<file path="src/rtl/stream_arb_pkg.sv">
// Shared types and helpers for the EOT-aware stream arbiter.
// Tokens are {eot, data}: the eot flag sits directly above the payload.
package stream_arb_pkg;

  typedef enum logic [2:0] {
    StIdle,
    StArb,
    StLocked,
    StFlush,
    StDone
  } arb_state_e;

  function automatic int unsigned tok_w(int unsigned data_w);
    return data_w + 1;
  endfunction

  function automatic int unsigned eot_idx(int unsigned data_w);
    return data_w;
  endfunction

  // Bit idx of the close token {1'b1, '0} for a given payload width.
  function automatic logic close_tok_bit(int unsigned data_w, int unsigned idx);
    return idx == eot_idx(data_w);
  endfunction

endpackage

</file>
<file path="src/rtl/stream_rr_picker.sv">
// Combinational round-robin pick: first requester strictly after ptr_i, wrapping.
module stream_rr_picker #(
  parameter int unsigned N    = 2,
  parameter int unsigned SelW = (N > 1) ? $clog2(N) : 1
) (
  input  logic [N-1:0]    req_i,
  input  logic [SelW-1:0] ptr_i,
  output logic [SelW-1:0] idx_o,
  output logic            valid_o
);

  logic [SelW-1:0] cand;

  // Scan from farthest to nearest so the nearest requester wins.
  always_comb begin
    idx_o   = '0;
    valid_o = 1'b0;
    cand    = '0;
    for (int k = int'(N); k >= 1; k--) begin
      cand = SelW'((int'(ptr_i) + k) % int'(N));
      if (req_i[cand]) begin
        idx_o   = cand;
        valid_o = 1'b1;
      end
    end
  end

endmodule

</file>
<file path="src/rtl/stream_eot_arbiter.sv">
// Round-robin merge of N_IN token streams into one, granting whole transactions
// (or MAX_BURST-word slices) and sequencing each run with an ap_ctrl handshake.
module stream_eot_arbiter
  import stream_arb_pkg::*;
#(
  parameter int unsigned N_IN      = 2,
  parameter int unsigned DATA_W    = 32,
  parameter int unsigned MERGE_EOT = 1,
  parameter int unsigned MAX_BURST = 0,
  localparam int unsigned TOK_W    = tok_w(DATA_W),
  localparam int unsigned SEL_W    = (N_IN > 1) ? $clog2(N_IN) : 1
) (
  input  logic                  ap_clk,
  input  logic                  ap_rst,
  input  logic                  ap_start,
  output logic                  ap_done,
  output logic                  ap_idle,
  output logic                  ap_ready,
  input  logic [N_IN*TOK_W-1:0] in_s_dout,
  input  logic [N_IN-1:0]       in_s_empty_n,
  output logic [N_IN-1:0]       in_s_read,
  output logic [TOK_W-1:0]      out_s_din,
  input  logic                  out_s_full_n,
  output logic                  out_s_write,
  output logic [SEL_W-1:0]      out_src,
  output logic [N_IN-1:0]       closed_mask
);

  localparam int unsigned EOT_BIT = eot_idx(DATA_W);
  localparam int unsigned BURST_W = (MAX_BURST > 0) ? $clog2(MAX_BURST + 1) : 1;

  arb_state_e         state_q, state_d;
  logic [SEL_W-1:0]   ptr_q, ptr_d;
  logic [SEL_W-1:0]   grant_q, grant_d;
  logic [BURST_W-1:0] burst_q, burst_d;
  logic [N_IN-1:0]    closed_q, closed_d;

  logic [TOK_W-1:0] tok_arr [N_IN];
  logic [TOK_W-1:0] close_tok;
  logic [TOK_W-1:0] g_tok;
  logic             g_eot, g_avail, xfer;
  logic [SEL_W-1:0] pick_idx;
  logic             pick_valid;

  for (genvar i = 0; i < N_IN; i++) begin : g_unpack
    assign tok_arr[i] = in_s_dout[i*TOK_W +: TOK_W];
  end

  for (genvar b = 0; b < TOK_W; b++) begin : g_close
    assign close_tok[b] = close_tok_bit(DATA_W, b);
  end

  assign g_tok   = tok_arr[grant_q];
  assign g_eot   = g_tok[EOT_BIT];
  assign g_avail = in_s_empty_n[grant_q];

  stream_rr_picker #(
    .N    (N_IN),
    .SelW (SEL_W)
  ) u_picker (
    .req_i   (in_s_empty_n & ~closed_q),
    .ptr_i   (ptr_q),
    .idx_o   (pick_idx),
    .valid_o (pick_valid)
  );

  always_comb begin
    state_d     = state_q;
    ptr_d       = ptr_q;
    grant_d     = grant_q;
    burst_d     = burst_q;
    closed_d    = closed_q;
    in_s_read   = '0;
    out_s_din   = '0;
    out_s_write = 1'b0;
    ap_done     = 1'b0;
    ap_ready    = 1'b0;
    ap_idle     = 1'b0;
    xfer        = 1'b0;
    unique case (state_q)
      StIdle: begin
        ap_idle = 1'b1;
        if (ap_start) begin
          closed_d = '0;
          state_d  = StArb;
        end
      end
      StArb: begin
        if (&closed_q) begin
          state_d = StFlush;
        end else if (pick_valid) begin
          grant_d = pick_idx;
          burst_d = '0;
          state_d = StLocked;
        end
      end
      StLocked: begin
        out_s_din = g_tok;
        if (g_eot && (MERGE_EOT != 0)) begin
          // Swallowed close token: consume it without touching the output.
          in_s_read[grant_q] = g_avail;
          if (g_avail) begin
            closed_d[grant_q] = 1'b1;
            ptr_d             = grant_q;
            state_d           = StArb;
          end
        end else begin
          xfer               = g_avail && out_s_full_n;
          in_s_read[grant_q] = xfer;
          out_s_write        = xfer;
          if (xfer && g_eot) begin
            closed_d[grant_q] = 1'b1;
            ptr_d             = grant_q;
            state_d           = StArb;
          end else if (xfer) begin
            burst_d = burst_q + 1'b1;
            if ((MAX_BURST > 0) && (burst_d == BURST_W'(MAX_BURST))) begin
              ptr_d   = grant_q;
              state_d = StArb;
            end
          end
        end
      end
      StFlush: begin
        if (MERGE_EOT != 0) begin
          out_s_din   = close_tok;
          out_s_write = out_s_full_n;
          if (out_s_full_n) state_d = StDone;
        end else begin
          state_d = StDone;
        end
      end
      StDone: begin
        ap_done  = 1'b1;
        ap_ready = 1'b1;
        state_d  = StIdle;
      end
      default: state_d = StIdle;
    endcase
  end

  always_ff @(posedge ap_clk or posedge ap_rst) begin
    if (ap_rst) begin
      state_q  <= StIdle;
      ptr_q    <= SEL_W'(N_IN - 1);
      grant_q  <= '0;
      burst_q  <= '0;
      closed_q <= '0;
    end else begin
      state_q  <= state_d;
      ptr_q    <= ptr_d;
      grant_q  <= grant_d;
      burst_q  <= burst_d;
      closed_q <= closed_d;
    end
  end

  assign out_src     = grant_q;
  assign closed_mask = closed_q;

endmodule
</file>
<file path="config.mk">
export PLATFORM = sky130hd
export DESIGN_NAME = stream_eot_arbiter
export DESIGN_NICKNAME = d
export VERILOG_FILES = /design/src/rtl/stream_arb_pkg.sv /design/src/rtl/stream_rr_picker.sv /design/src/rtl/stream_eot_arbiter.sv
export SDC_FILE = /design/constraint.sdc
export NUM_CORES = 1
export LEC_CHECK = 0
export BUFFER_PORTS_ARGS = -buffer_cell sky130_fd_sc_hd__buf_4
export CAP_MARGIN = 20
export CORE_ASPECT_RATIO = 0.75
export CORE_MARGIN = 2
export CORE_UTILIZATION = 34
export DETAILED_ROUTE_END_ITERATION = 10
export GPL_ROUTABILITY_DRIVEN = 0
export PLACE_DENSITY_LB_ADDON = 0.2
export SKIP_CTS_REPAIR_TIMING = 1
export SLEW_MARGIN = 30
export SYNTH_ARGS = -nofsm -noshare
export SYNTH_HDL_FRONTEND = slang
export SYNTH_SLANG_ARGS = --single-unit
</file>
<file path="constraint.sdc">
create_clock -name ap_clk -period 2 [get_ports ap_clk]
set_input_delay 0.4 -clock ap_clk [delete_from_list [all_inputs] [get_ports ap_clk]]
set_output_delay 0.4 -clock ap_clk [all_outputs]
set_load 0.02 [all_outputs]
</file>
# [Word-level counts from Yosys, hierarchy flattened]
# Cells that the tools add are included.
[classes] n_addsub=2 order_cmp=5 n_eq_ne=10 mux=38 bitwise=7 n_reduce_logical=11
[ops] cell="two-way mux 33 bit" count=3
[ops] cell="one-hot mux 33 bit (2 select lines)" count=1
[ops] cell="two-way mux 3 bit" count=7
[ops] cell="two-way mux 1 bit" count=17
[ops] cell="two-way mux 2 bit" count=6
[ops] cell="one-hot mux 3 bit (4 select lines)" count=1
[ops] cell="!= test 3 bit (second input constant)" count=3
[ops] cell="AND 2 bit" count=3
[ops] cell="equality test 3 x 2 -> 1 bit (second input constant)" count=2
[ops] cell="< comparator 1 x 2 -> 1 bit (second input constant)" count=3
[ops] cell="AND reduction 3 bit" count=2
[ops] cell="AND reduction 5 bit" count=1
[ops] cell="!= test 2 bit (second input constant)" count=2
[ops] cell="one-hot mux 2 bit (2 select lines)" count=1
[ops] cell="AND reduction 4 bit" count=1
[ops] cell="nonzero test 2 bit" count=2
[ops] cell="equality test 3 x 1 -> 1 bit (second input constant)" count=1
[ops] cell="equality test 3 bit (second input constant)" count=1
[ops] cell="logical AND 1 bit" count=3
[ops] cell="zero test 3 bit" count=1
[ops] cell="adder 1 bit (second input constant)" count=2
[ops] cell="greater-or-equal comparator 2 bit (second input constant)" count=1
[ops] cell="!= test 2 x 1 -> 1 bit (second input constant)" count=1
[ops] cell="inverter 1 -> 2 bit" count=1
[ops] cell="other kinds (7)" count=7
[totals] regBits=7 inputBits=72 word_cells=77

# [Depth between registers and ports, before layout]
[depth] ltp_word=9 ltp_mapped=5 depth_no_buf=3

# [Hierarchy]
# From an unflattened synthesis, not the netlist that was laid out.
[hier_totals] hier_cells=126 area_unflattened_um2=963.4
[modules_own_cells] mod="stream_eot_arbiter" instances=1 cells_per_inst=124 area_each_um2=949.7 seq_area_each_um2=176.4
[modules_own_cells] mod="stream_rr_picker" instances=1 cells_per_inst=2 area_each_um2=13.8 seq_area_each_um2=0.0

# [Worst setup path before layout]
# OpenSTA, ideal clock, no wires.
[synth_timing] path_kind="flip-flop to output port" from="register state_q[2]" to="output out_s_din[0]" t_arrival_ps=1434 required_time_ps=1600 setup_slack_ps=166 stages_incl_launch_ff=6 path_cell_list="dfrtp_1 -> buf_2 -> or3b_1 -> buf_2 -> buf_2 -> nor2_1"
[synth_via] elab_chain_len=2 word_cells_on_any_way=3
[synth_rtl] item="start, declared" line_no="stream_eot_arbiter.sv:32" rtl="arb_state_e state_q, state_d;"
[synth_rtl] item="start signal, assigned" line_no="stream_eot_arbiter.sv:144" rtl="state_q <= StIdle;"
[synth_rtl] item="start signal, assigned" line_no="stream_eot_arbiter.sv:150" rtl="state_q <= state_d;"
[synth_rtl] item="equality test 3 x 2 -> 1 bit" line_no="stream_eot_arbiter.sv:80" rtl="unique case (state_q)"
[synth_rtl] item="one-hot mux 33 bit (2 select lines) (*)" line_no="stream_eot_arbiter.sv:80"
[synth_rtl] item="end, declared" line_no="stream_eot_arbiter.sv:22" rtl="output logic [TOK_W-1:0] out_s_din,"
# Every way passes the cells marked *; elsewhere a longest branch is shown, timed or not.

# [Final worst setup path]
[layout_timing] from="register state_q[2]" to="output out_s_din[7]"
# Same word-level chain as after synthesis.

==> results.json <==
{
  "holdCritPathClass": "in2async",
  "cts_max_level": 1,
  "dr.pass1.iters": 4,
  "fmax_mhz": 522,
  "wl_per_cell_microns": 13.0,
  "synthArstFlopShare": 1.00,
  "grt_pass1_vias": 1245,
  "numCtsBuffers": 3,
  "grt_max_degree": 36,
  "ys.warnings.count": 0,
  "dp_slack_ns": 0.229,
  "grt_usage": 0.204,
  "slew_violations": 0,
  "core_area_sq_um": 2700,
  "worstReg2RegEnd": "out_src",
  "synth-seq-cells": 7,
  "yosys_most_used_dff": "dfrtp_1",
  "hold_viol_final": 0,
  "die_area_sq_um": 3370,
  "ff_latch_area_sq_um": 179,
  "required_ns": 1.60,
  "drc": 0,
  "pwr_density_cell_nw_per_um2": 1060,
  "internal_power_mw": 1.10,
  "synth_top_cell_by_area": "mux2i_1",
  "nets": 316,
  "multi_input_area_sq_um": 743,
  "max_slew_margin": 0.688,
  "antennaDiodeCount": 0,
  "avgViaCountPerCell": 4.91,
  "clkTransAtPathRegs_ns": 0.04,
  "start_util": 0.368,
  "start_kind": "flip-flop",
  "syn-num-nets": 202,
  "setup_viol": 0,
  "fin_crit_ns": 1.91,
  "grt_antenna_before_repair": 0,
  "crit_path_top_delay_cell": "dfrtp_2",
  "gr-total-overflow": 0,
  "crit_fanout": 35,
  "end_kind": "output port",
  "grt_pass1_wl_microns": 5310,
  "syn_avg_cell_area_sq_um": 7.64,
  "cts_root_buffer": "clkbuf_8",
  "syn2layout_area_growth_pct": 96.5,
  "final.setup.tns_ns": 0,
  "final_area_sq_um": 1950,
  "cp.arrival_ns": 1.51,
  "combPwrFrac": 0.781,
  "p_sw_frac": 0.470,
  "p_leak_nw": 0.995,
  "ff2ff_setup_slack_ns": 0.41,
  "ys_top_cells_by_area": "mux2i_1 (32%), dfrtp_1 (15%), nor2_1 (13%), buf_2 (5.0%), dfstp_2 (2.6%)",
  "worstMarginPinSlew_ns": 0.467,
  "synthTopCellsByCount": "nor2_1 (35), mux2i_1 (32), buf_2 (10), dfrtp_1 (6)",
  "fin_crit_sh": 0.957,
  "dieHeight_microns": 50.8,
  "clkPwrFrac": 0.093,
  "dpl.hpwl_microns": 2880,
  "yosys.area.top_type_share": 0.322,
  "ff2ff_path_depth": 5,
  "synth_area_sq_um": 993,
  "power_mw": 2.07,
  "io_buffers": 113,
  "placed_cell_area_sq_um": 1870,
  "crit_path_start": "state_q[2]",
  "die_w_microns": 66.4,
  "postRouteAntennaNets": 0,
  "path_cells": "or3b_1 -> buf_8 -> nor2_1 -> buf_4",
  "drive_gt1_frac": 0.543,
  "p_seq_frac": 0.127,
  "wirelength_microns": 3630,
  "clock_sinks": 7,
  "worst_slack_ns": 0.0857,
  "cp_slowest_stage_delay_ns": 0.42,
  "synth_cell_types": 33,
  "vias": 1371,
  "rows": 16,
  "clock_skew_ns": 0.000578,
  "status": "complete, no violations",
  "reg2reg_from": "state_q[1]",
  "cap_violations": 0,
  "synth_cells": 130,
  "drtIter0Drc": 70,
  "path_class": "reg2out",
  "clk_latency_ns": 0.22,
  "synth_edf_count": 0,
  "nFillCells": 211,
  "p_switching_mw": 0.975,
  "io_pins": 114,
  "ys_seq_area_frac": 0.178,
  "clock_path_buffers": 2,
  "cts_tree": "yes",
  "synth_most_common_cell": "nor2_1",
  "irDropWorstVdd_mv": 0.617
}
[layout by cell type, fill, tap and decap left out, drive strengths merged, types with 2 or more instances in the layout]
| cell | Yosys | layout |
|---|---|---|
| mux2 | 2 | 2 |
| nand3 | 3 | 3 |
| dfrtp | 6 | 6 |
| nand2 | 3 | 3 |
| nor3b | 3 | 3 |
| clkbuf | 0 | 4 |
| nand4 | 2 | 2 |
| nor2b | 2 | 2 |
| nand2b | 3 | 3 |
| nor2 | 35 | 35 |
| o21ai | 2 | 2 |
| inv | 3 | 3 |
| mux2i | 32 | 32 |
| a21oi | 3 | 3 |
| or3b | 2 | 2 |
| buf | 12 | 121 |
| and3 | 2 | 2 |
[power by group through the flow]
stage / combinational, mW / clock (mW) / sequential (mW)
4_1_cts: 1.56 / 0.199 / 0.265
3_5_place_dp: 1.56 / 0 / 0.266
2_1_floorplan: 0.975 / 0 / 0.257
5_1_grt: 1.73 / 0.215 / 0.271
3_3_place_gp: 1.56 / 0 / 0.266
6_report: 1.62 / 0.192 / 0.263
[worst max-delay path, delay by kind of cell (launching register included)]
family                 cells  cell delay, ns
and+or+nand+nor            2            0.52
DFF                        1            0.42
buffers and inverters      2            0.34
[worst max-delay path by stage]
stage / slack (ns) / endpoint / cells after the start
finish: 0.09 / out_s_din[7] / 4
global route: -0.006 / out_s_din[24] / 4
CTS: -0.009 / out_s_din[7] / 4
detailed placement: 0.23 / out_s_din[26] / 4
global placement: 0.26 / out_s_din[18] / 4
floorplan: 0.17 / out_s_din[0] / 5
[layout make-up]
type                    count  share of cell area
clock buffers               4              0.0231
inverters                   3             0.00577
multi-input cells         108               0.381
flip-flops and latches      7              0.0917
well taps                  36              0.0231
repair buffers            121               0.476
[state kept, by name (all words and copies together) (netlist names)]
register and count:
state_q 3, ptr_q 1, closed_mask 2, out_src 1
[metal layers]
layer | GRT usage | share of wire | vias up
met5 | 0 | 0 | -
li1 | - | - | 690
met2 | 0.368 | 0.51 | 82
met4 | 0.0782 | 0.015 | 0
met1 | 0.227 | 0.37 | 593
met3 | 0.0551 | 0.10 | 6
[cells by family after synthesis]
logic type / after synthesis / synth area share
simple gates: 57 / 0.268
mux: 34 / 0.345
compound gates: 17 / 0.132
buf+inv: 15 / 0.0768
flops: 7 / 0.178
[through the flow]
stage | util | cells | hold slack (ns)
2_1_floorplan | - | 130 | 0.203
3_3_place_gp | 0.690 | 271 | 0.354
3_5_place_dp | 0.690 | 271 | 0.349
4_1_cts | 0.707 | 275 | 0.112
5_1_grt | 0.722 | 279 | 0.120
6_report | 0.722 | 279 | 0.109
Note: power is estimated with default switching activity, not from simulation.
